--- config.mk ---
export PLATFORM = sky130hd
export DESIGN_NAME = ram_search_arbiter
export DESIGN_NICKNAME = d
export VERILOG_FILES = /design/src/rtl/ram_search_arbiter.sv
export SDC_FILE = /design/constraint.sdc
export NUM_CORES = 1
export LEC_CHECK = 0
export CELL_PAD_IN_SITES_DETAIL_PLACEMENT = 1
export CELL_PAD_IN_SITES_GLOBAL_PLACEMENT = 1
export CORE_AREA = 2 2 261 263
export DETAILED_ROUTE_END_ITERATION = 7
export DIE_AREA = 0 0 263 265
export PLACE_DENSITY = 0.61
export SETUP_SLACK_MARGIN = 0.05
export SLEW_MARGIN = 5
export SYNTH_ARGS = -nofsm -noshare
export SYNTH_HDL_FRONTEND = slang
export SYNTH_SLANG_ARGS = --single-unit
export TNS_END_PERCENT = 5
--- constraint.sdc ---
create_clock -name sa_clk -period 3.1 [get_ports sa_clk]
set_input_delay 0.62 -clock sa_clk [delete_from_list [all_inputs] [get_ports sa_clk]]
set_output_delay 0.62 -clock sa_clk [all_outputs]
set_load 0.05 [all_outputs]
--- src/rtl/ram_search_arbiter.sv ---
`default_nettype none
// ============================================================================
// Module   : ram_search_arbiter
// Purpose  : Shares one RAM_searcher connection-table engine among NREQ
//            requesters. Picks a requester round-robin, latches its request
//            and tuple, issues a one-cycle command to the searcher, waits for
//            completion or timeout, then returns the result with a one-cycle
//            one-hot acknowledge.
// Ports    : sa_clk/sa_rst        clock, synchronous active-high reset
//            sa_req_* / sa_ip_* / sa_mac_* / sa_port_*
//                                 per-requester request, slice i = requester i
//            sa_ack/sa_error/sa_id_out
//                                 result strobe, code and ID (RESP only)
//            sa_timeouts          saturating count of timed-out searches
//            rs_rq/rs_id_in/rs_*  latched command and tuple to the searcher
//            rs_done/rs_error/rs_id_out
//                                 searcher completion pulse and result
// Revision : 1.0 - initial release
// ============================================================================
module ram_search_arbiter #(
  parameter int         NREQ    = 3,
  parameter int         TIMEOUT = 255,
  parameter logic [7:0] TO_ERR  = 8'hFF
) (
  input  logic                 sa_clk,
  input  logic                 sa_rst,
  input  logic [NREQ-1:0]      sa_req_valid,
  input  logic [2*NREQ-1:0]    sa_req_rq,
  input  logic [8*NREQ-1:0]    sa_req_id,
  input  logic [32*NREQ-1:0]   sa_ip_src,
  input  logic [32*NREQ-1:0]   sa_ip_dst,
  input  logic [24*NREQ-1:0]   sa_mac_src,
  input  logic [24*NREQ-1:0]   sa_mac_dst,
  input  logic [16*NREQ-1:0]   sa_port_src,
  input  logic [16*NREQ-1:0]   sa_port_dst,
  output logic [NREQ-1:0]      sa_ack,
  output logic [7:0]           sa_error,
  output logic [7:0]           sa_id_out,
  output logic [7:0]           sa_timeouts,
  output logic [1:0]           rs_rq,
  output logic [7:0]           rs_id_in,
  output logic [31:0]          rs_ip_src,
  output logic [31:0]          rs_ip_dst,
  output logic [23:0]          rs_mac_src,
  output logic [23:0]          rs_mac_dst,
  output logic [15:0]          rs_port_src,
  output logic [15:0]          rs_port_dst,
  input  logic [7:0]           rs_error,
  input  logic                 rs_done,
  input  logic [7:0]           rs_id_out
);

  localparam int IW = (NREQ > 1) ? $clog2(NREQ) : 1;
  localparam int CW = IW + 1;

  typedef enum logic [1:0] {
    S_IDLE  = 2'd0,
    S_ISSUE = 2'd1,
    S_WAIT  = 2'd2,
    S_RESP  = 2'd3
  } state_t;

  state_t          state_q, state_d;
  logic [IW-1:0]   rr_ptr_q, rr_ptr_d;
  logic [IW-1:0]   win_q, win_d;
  logic [15:0]     timer_q, timer_d;
  logic [16:0]     timer_inc;
  logic [1:0]      rq_q, rq_d;
  logic [7:0]      id_q, id_d;
  logic [31:0]     ip_src_q, ip_src_d, ip_dst_q, ip_dst_d;
  logic [23:0]     mac_src_q, mac_src_d, mac_dst_q, mac_dst_d;
  logic [15:0]     port_src_q, port_src_d, port_dst_q, port_dst_d;
  logic [NREQ-1:0] ack_q, ack_d;
  logic [7:0]      err_q, err_d;
  logic [7:0]      rid_q, rid_d;
  logic [7:0]      tmo_q, tmo_d;

  logic            grant_any;
  logic [IW-1:0]   grant_idx;
  logic [CW-1:0]   cand;

  // Round-robin pick: first valid requester at or after rr_ptr, wrapping.
  always_comb begin
    grant_any = 1'b0;
    grant_idx = '0;
    cand      = '0;
    for (int i = 0; i < NREQ; i++) begin
      cand = {1'b0, rr_ptr_q} + CW'(i);
      if (cand >= CW'(NREQ)) cand = cand - CW'(NREQ);
      if (!grant_any && sa_req_valid[cand[IW-1:0]]) begin
        grant_any = 1'b1;
        grant_idx = cand[IW-1:0];
      end
    end
  end

  always_comb begin
    state_d    = state_q;
    rr_ptr_d   = rr_ptr_q;
    win_d      = win_q;
    timer_d    = timer_q;
    rq_d       = 2'b00;
    id_d       = id_q;
    ip_src_d   = ip_src_q;
    ip_dst_d   = ip_dst_q;
    mac_src_d  = mac_src_q;
    mac_dst_d  = mac_dst_q;
    port_src_d = port_src_q;
    port_dst_d = port_dst_q;
    ack_d      = '0;
    err_d      = 8'h00;
    rid_d      = 8'h00;
    tmo_d      = tmo_q;
    timer_inc  = {1'b0, timer_q} + 17'd1;

    unique case (state_q)
      S_IDLE: begin
        if (grant_any) begin
          win_d      = grant_idx;
          // The command register is loaded on the grant edge so that it is
          // non-zero exactly during the ISSUE cycle.
          rq_d       = sa_req_rq[grant_idx*2 +: 2];
          id_d       = sa_req_id[grant_idx*8 +: 8];
          ip_src_d   = sa_ip_src[grant_idx*32 +: 32];
          ip_dst_d   = sa_ip_dst[grant_idx*32 +: 32];
          mac_src_d  = sa_mac_src[grant_idx*24 +: 24];
          mac_dst_d  = sa_mac_dst[grant_idx*24 +: 24];
          port_src_d = sa_port_src[grant_idx*16 +: 16];
          port_dst_d = sa_port_dst[grant_idx*16 +: 16];
          state_d    = S_ISSUE;
        end
      end
      S_ISSUE: begin
        timer_d = 16'd0;
        state_d = S_WAIT;
      end
      S_WAIT: begin
        // A completion in the same cycle the timer expires takes priority.
        if (rs_done) begin
          ack_d[win_q] = 1'b1;
          err_d        = rs_error;
          rid_d        = rs_id_out;
          state_d      = S_RESP;
        end else if (timer_inc == 17'(TIMEOUT)) begin
          ack_d[win_q] = 1'b1;
          err_d        = TO_ERR;
          rid_d        = id_q;
          if (tmo_q != 8'hFF) tmo_d = tmo_q + 8'd1;
          state_d      = S_RESP;
        end else begin
          timer_d = timer_inc[15:0];
        end
      end
      S_RESP: begin
        rr_ptr_d = (win_q == IW'(NREQ - 1)) ? '0 : win_q + 1'b1;
        state_d  = S_IDLE;
      end
      default: state_d = S_IDLE;
    endcase
  end

  always_ff @(posedge sa_clk) begin
    if (sa_rst) begin
      state_q    <= S_IDLE;
      rr_ptr_q   <= '0;
      win_q      <= '0;
      timer_q    <= 16'd0;
      rq_q       <= 2'b00;
      id_q       <= 8'h00;
      ip_src_q   <= 32'h0;
      ip_dst_q   <= 32'h0;
      mac_src_q  <= 24'h0;
      mac_dst_q  <= 24'h0;
      port_src_q <= 16'h0;
      port_dst_q <= 16'h0;
      ack_q      <= '0;
      err_q      <= 8'h00;
      rid_q      <= 8'h00;
      tmo_q      <= 8'h00;
    end else begin
      state_q    <= state_d;
      rr_ptr_q   <= rr_ptr_d;
      win_q      <= win_d;
      timer_q    <= timer_d;
      rq_q       <= rq_d;
      id_q       <= id_d;
      ip_src_q   <= ip_src_d;
      ip_dst_q   <= ip_dst_d;
      mac_src_q  <= mac_src_d;
      mac_dst_q  <= mac_dst_d;
      port_src_q <= port_src_d;
      port_dst_q <= port_dst_d;
      ack_q      <= ack_d;
      err_q      <= err_d;
      rid_q      <= rid_d;
      tmo_q      <= tmo_d;
    end
  end

  assign sa_ack      = ack_q;
  assign sa_error    = err_q;
  assign sa_id_out   = rid_q;
  assign sa_timeouts = tmo_q;
  assign rs_rq       = rq_q;
  assign rs_id_in    = id_q;
  assign rs_ip_src   = ip_src_q;
  assign rs_ip_dst   = ip_dst_q;
  assign rs_mac_src  = mac_src_q;
  assign rs_mac_dst  = mac_dst_q;
  assign rs_port_src = port_src_q;
  assign rs_port_dst = port_dst_q;

endmodule
`default_nettype wire

==> results.json <==
{
  "maxSlewHeadroom_pct": 47.4,
  "hold_slack_ns": 0.391,
  "cts.htree.levels": 1,
  "wl_per_cell_microns": 19.5,
  "numClockSinks": 203,
  "cpPeakStageDelay_ns": 0.40,
  "finalNetCount": 2447,
  "syn_area_sq_um": 10700,
  "synth_commonest_cells": "340 x nand2_1, 203 x dfxtp_1, 178 x a21oi_1, 156 x mux2i_1, 156 x o211ai_1",
  "final_area_sq_um": 19600,
  "tightest_slew_ns": 0.789,
  "synth.most_common_cell": "nand2_1",
  "r2r_cells": 10,
  "grt_max_degree": 104,
  "die_w_microns": 263,
  "io_buffer_count": 664,
  "dr_total_vias": 12400,
  "tns_ns": 0,
  "period_needed_ns": 2.77,
  "ys_ff_latch": 203,
  "finalHoldViolations": 0,
  "dp_hpwl_mm": 43.2,
  "fin_ws_ns": 0.329,
  "r2r_start": "rr_ptr_q[0]$_SDFFE_PP0N_",
  "antenna_found_initial": 7,
  "synth_edf_count": 0,
  "status": "finished clean",
  "ant_nets": 0,
  "min_path_cells": 2,
  "fin_worst_skew_ns": 0.0103,
  "cts_setup_buffers": 0,
  "tritoncts": "yes",
  "routed_wl_mm": 55.5,
  "netlist_instances": 1324,
  "place_ws_ns": -0.0524,
  "die_area_sq_um": 69700,
  "insertion_delay_ns": 0.56,
  "r2r_slack_ns": 0.33,
  "holdPathEnd": "sa_timeouts[6]$_SDFFE_PP0P_",
  "row_count": 95,
  "clockBufferDepth": 3,
  "synth_cell_types": 59,
  "drive_gt1_share_pct": 5.72,
  "synth_top_cell_by_area": "dfxtp_1",
  "drt_iter0_drc": 375,
  "root_buffer": "clkbuf_16",
  "ys_async_sr_fraction_pct": 0,
  "required_ns": 3.51,
  "overflow": 0,
  "path_class": "reg2reg",
  "cp_top_family": "adder cells",
  "end_kind": "flop",
  "timing.rr.end": "rs_mac_src[23]$_SDFFE_PP0P_",
  "post_cts_resize_count": 0,
  "worstSetupStartpoint": "rr_ptr_q[0]$_SDFFE_PP0N_",
  "fin_crit_sh_pct": 89.4,
  "setup_viol": 0,
  "crit_fanout": 39,
  "min_from": "sa_rst",
  "crit_chain": "inv_1 -> ha_1 -> maj3_1 -> o221ai_4 -> buf_12 -> mux2i_1 -> buf_4 -> nand2_1 -> o211ai_1 -> a21oi_1",
  "synth_flop_cell": "dfxtp_1",
  "grt_pass1_wl_mm": 81.2,
  "arrival_ns": 3.18,
  "gp_routability_congestion": 0.833,
  "yosysWarnings": 0,
  "slew_viol_final": 0,
  "cts_inserted_buffers": 28,
  "syn_area_per_cell_sq_um": 8.08,
  "io-pin-count": 665,
  "path_clk_slew_ns": 0.06,
  "coreArea_sq_um": 66800,
  "max_cap_violations": 0,
  "start_util_pct": 16.0,
  "leakage_nw": 7.83,
  "syn_to_final_growth_pct": 83.1,
  "dpl_cell_area_sq_um": 18700,
  "route.detailed.drc": 0,
  "first_pass_iters": 5,
  "grt_pass1_vias": 13100,
  "hold_class": "in2reg",
  "synth_nets": 1818,
  "peakVddDrop_mv": 0.411,
  "powerDensity_nw_per_um2": 784,
  "start_kind": "flop",
  "grt_setup_unrepaired": "no",
  "yosysSeqAreaShare_pct": 38.0,
  "cp_slowest_cell": "maj3_1",
  "die_h_microns": 265,
  "fin_util_pct": 29.3,
  "synth_top_cell_area_share_pct": 38.0,
  "synthTopCellsByArea": "dfxtp_1 38%, mux2i_1 15%, nand2_1 12%",
  "grt_use_total_pct": 15.1,
  "viasPerCell": 4.35,
  "max_freq_ghz": 0.361,
  "holdBufCountCts": 0,
  "crit_buf_inv": 3
}
## worst max path at each step
stage | cells past startpoint | slack [ns] | end
5_1_grt | 8 | 0.14 | sa_ack[1]$_SDFF_PP0_
2_1_floorplan | 10 | 0.73 | rs_id_in[0]$_SDFFE_PP0P_
6_report | 10 | 0.33 | rs_mac_src[23]$_SDFFE_PP0P_
4_1_cts | 10 | 0.31 | rs_mac_src[23]$_SDFFE_PP0P_
3_5_place_dp | 10 | -0.05 | rs_ip_src[0]$_SDFFE_PP0P_
3_3_place_gp | 10 | -0.03 | rs_mac_src[23]$_SDFFE_PP0P_
## worst reg2reg max path, cell delays in order (launching register included)
cell and delay (ns):
dfxtp_1 0.36, inv_1 0.05, ha_1 0.38, maj3_1 0.40, o221ai_4 0.31, buf_12 0.32
mux2i_1 0.40, buf_4 0.17, nand2_1 0.05, o211ai_1 0.09, a21oi_1 0.08
## metrics by stage
step	power, mW	instances
6_report	15.4	2851
5_1_grt	16.2	2850
4_1_cts	15.7	2847
3_5_place_dp	12.3	2796
3_3_place_gp	12.2	2796
2_1_floorplan	8.64	1324
## registers in the layout (all words and copies together), names as in the netlist, 8 cells and up
register and count:
rs_port_src 16, sa_timeouts 8, rs_mac_dst 24, rs_port_dst 16, rs_id_in 8, sa_error 8
timer_q 16, rs_mac_src 24, sa_id_out 8, rs_ip_dst 32, rs_ip_src 32
## cell families after synthesis
group / Yosys count / share of synthesized area (%)
simple gates: 441 / 17.6
compound gates: 374 / 22.7
flops: 203 / 38.0
mux: 158 / 14.8
buf+inv: 130 / 5.13
fa+ha+maj: 12 / 1.36
xor+xnor: 6 / 0.491
## report_power, final
part           leakage, nW  internal (mW)  switching [mW]
combinational         5.70           3.09            5.25
clock                0.455           1.95            1.28
sequential            1.67           3.35           0.444
## metal layers
layer,track usage (%),up-vias,wire length (microns)
li1,-,6005,-
met1,16.8,5935,21800
met2,27.8,381,28300
met3,4.21,71,3850
met4,4.32,8,1550
met5,0.347,-,64
## placed cells by master, fill, tap and decap left out, types with 11 or more instances in the layout
cell and count:
nand2_1 339, clkdlybuf4s50_1 663, o211ai_1 156, buf_12 23, mux2i_1 156, nand4_1 11
nor2_1 22, dfxtp_1 203, a21oi_1 178, clkbuf_16 29, buf_4 33, nor3_1 11
## area by class of cell
class | count | area [sq um]
inverter | 9 | 33.8
antenna | 4 | 10.0
clock inverter | 7 | 63.8
clock buffer | 44 | 852
sequential | 203 | 4060
tap | 873 | 1090
timing repair buffer | 720 | 7360
fill | 7737 | 47200
multi-input combinational | 991 | 6130
No activity file was read; power rests on OpenSTA's default activity.
==> RTL change, RTL diff (config.mk and constraints unchanged) <==
The output `sa_error` loses its register stage (`err_q` becomes a continuous assignment).
--- a/src/rtl/ram_search_arbiter.sv
+++ b/src/rtl/ram_search_arbiter.sv
@@ -175,5 +175,4 @@
       port_dst_q <= 16'h0;
       ack_q      <= '0;
-      err_q      <= 8'h00;
       rid_q      <= 8'h00;
       tmo_q      <= 8'h00;
@@ -192,9 +191,10 @@
       port_dst_q <= port_dst_d;
       ack_q      <= ack_d;
-      err_q      <= err_d;
       rid_q      <= rid_d;
       tmo_q      <= tmo_d;
     end
   end
+
+  assign err_q = err_d;
 
   assign sa_ack      = ack_q;
Function: changed (Yosys sat finds a counterexample within 4 cycles, from zero or initial values and one cycle with sa_rst high).
==> RTL change against the original RTL <==
- the flow now finishes with violations (setup timing)
- setup slack got worse by 590 ps
- maximum frequency shrank 18%
- design area decreased by 0.68%
- clock skew is 3.8 ps higher
- area after synthesis fell by 1.6%
- sequential cell count shrank 8
- critical path depth decreased by 2
- total power shrank 8.8%
- via count shrank 0.27%
- routed wire length barely moved
- die area did not move
- critical endpoint is now sa_error[0]
- largest cell class unchanged
- largest power group unchanged
- highest routed layer unchanged
==> RTL change: results (changes against the original RTL) <==
[status]
outcome=finished with violations
violations=setup timing

[sta]
finalSetupViolations=8  ; +8
worst_slack_ps=-265  ; -594 ps
tns_ps=-1940  ; -1940 ps
fin_skew_ps=14.1  ; +3.83 ps

[placed_design]
port_buffers=664  ; unchanged
pre_cts_ws_ps=-26.4  ; +26.0 ps
hpwl_um=44300  ; +2.6%
gp_congestion=0.842  ; +1.0%
dp_cells=2821  ; +0.89%

[synthesis]
syn_avg_cell_area_um2=7.99  ; -1.2%
synthTopCellsByCount=334 x nand2_1, 195 x dfxtp_1, 176 x a21oi_1
ys_ff_latch=195  ; -3.9%
post-synth-top-area-fraction_pct=37.1  ; -0.90 points
syn-num-nets=1812  ; -0.33%
yosys-top-cells-area=dfxtp_1 37%, mux2i_1 15%, nand2_1 12%, o211ai_1 11%, a21oi_1 8.4%
seq_area_frac_synth_pct=37.1  ; -0.90 points
synth_xor_area_share_pct=0.749  ; +0.26 points
synth_cell_types=57  ; -3.4%

[setup_path]
slowest_stage=or3_4
crit_arrival_ps=2750  ; -430 ps
crit_family=simple AND/OR/NAND/NOR gates
critical_path.max_fanout=8  ; -79%

[clock_network]
cts_buffers=17  ; -39%
cts-htree-levels=4  ; +3
cts_buffer_depth=2  ; -1
clk_latency_ps=480  ; -80 ps

[layout]
nFillCells=7827  ; +1.2%
drive_gt1_share_pct=8.37  ; +2.6 points
multi_input_area_share_pct=32.1  ; +0.80 points
n_all_inverters=12  ; +3
nonClkBufAreaFrac_pct=39.1  ; +1.6 points
nMultiInputCombCells=990  ; -0.10%
seq_area_um2=3920  ; -3.5%
diodes=3  ; -1
nNonClkBuffers=754  ; +4.7%
clkbuf_count=19  ; -57%
design_area_um2=19500  ; -0.68%
fin_nets=2464  ; +0.69%

[global_route]
grt.total_usage_pct=15.5  ; +0.43 points
grt_pass1_wl_um=82000  ; +0.97%
grt_pass1_vias=13455  ; +2.6%
antenna_found_initial=4  ; -3

[route]
routed_via_density=4.33  ; -0.55%
wl_per_cell_um=19.4  ; -0.28%
num_vias=12366  ; -0.27%
drt_iter0_drc=280  ; -25%

[power_and_ir_drop]
clkPwrFrac_pct=16.0  ; -5.0 points
p_comb_share_pct=58.5  ; +4.2 points
total_power_mw=14.0  ; -8.8%
peakVddDrop_v=0.000542  ; +32%
internal_power_mw=7.32  ; -13%
p_leak_nw=7.70  ; -1.6%

RTL change: cell count changes after synthesis, sizes merged, moves of 6 or more:
| cell | unedited run | this run |
|---|---|---|
| buf | 34 | 46 |
| clkbuf | 87 | 75 |
| dfxtp | 203 | 195 |
| a21boi | 1 | 8 |
| a211o | 6 | 0 |
| nand2 | 340 | 334 |
| nor4b | 6 | 0 |
RTL change: per-layer routing:
layer | GRT usage (%) | part of all wire, %
met1 | 16.8 | 40
met3 | 4.74 | 6.3
met4 | 5.62 | 2.6
met2 | 28.3 | 51
met5 | 0 | 0.020
RTL change: worst paths after layout:
path	from	end	slack [ps]	cells past startpoint
max	timer_q[8]	sa_error[0]	-270	8
min	sa_rst	rs_port_dst[12]	370	2
max reg2reg	rr_ptr_q[0]	rs_port_src[1]	400	10
min reg2reg	rs_ip_dst[21]	rs_ip_dst[21]	460	2
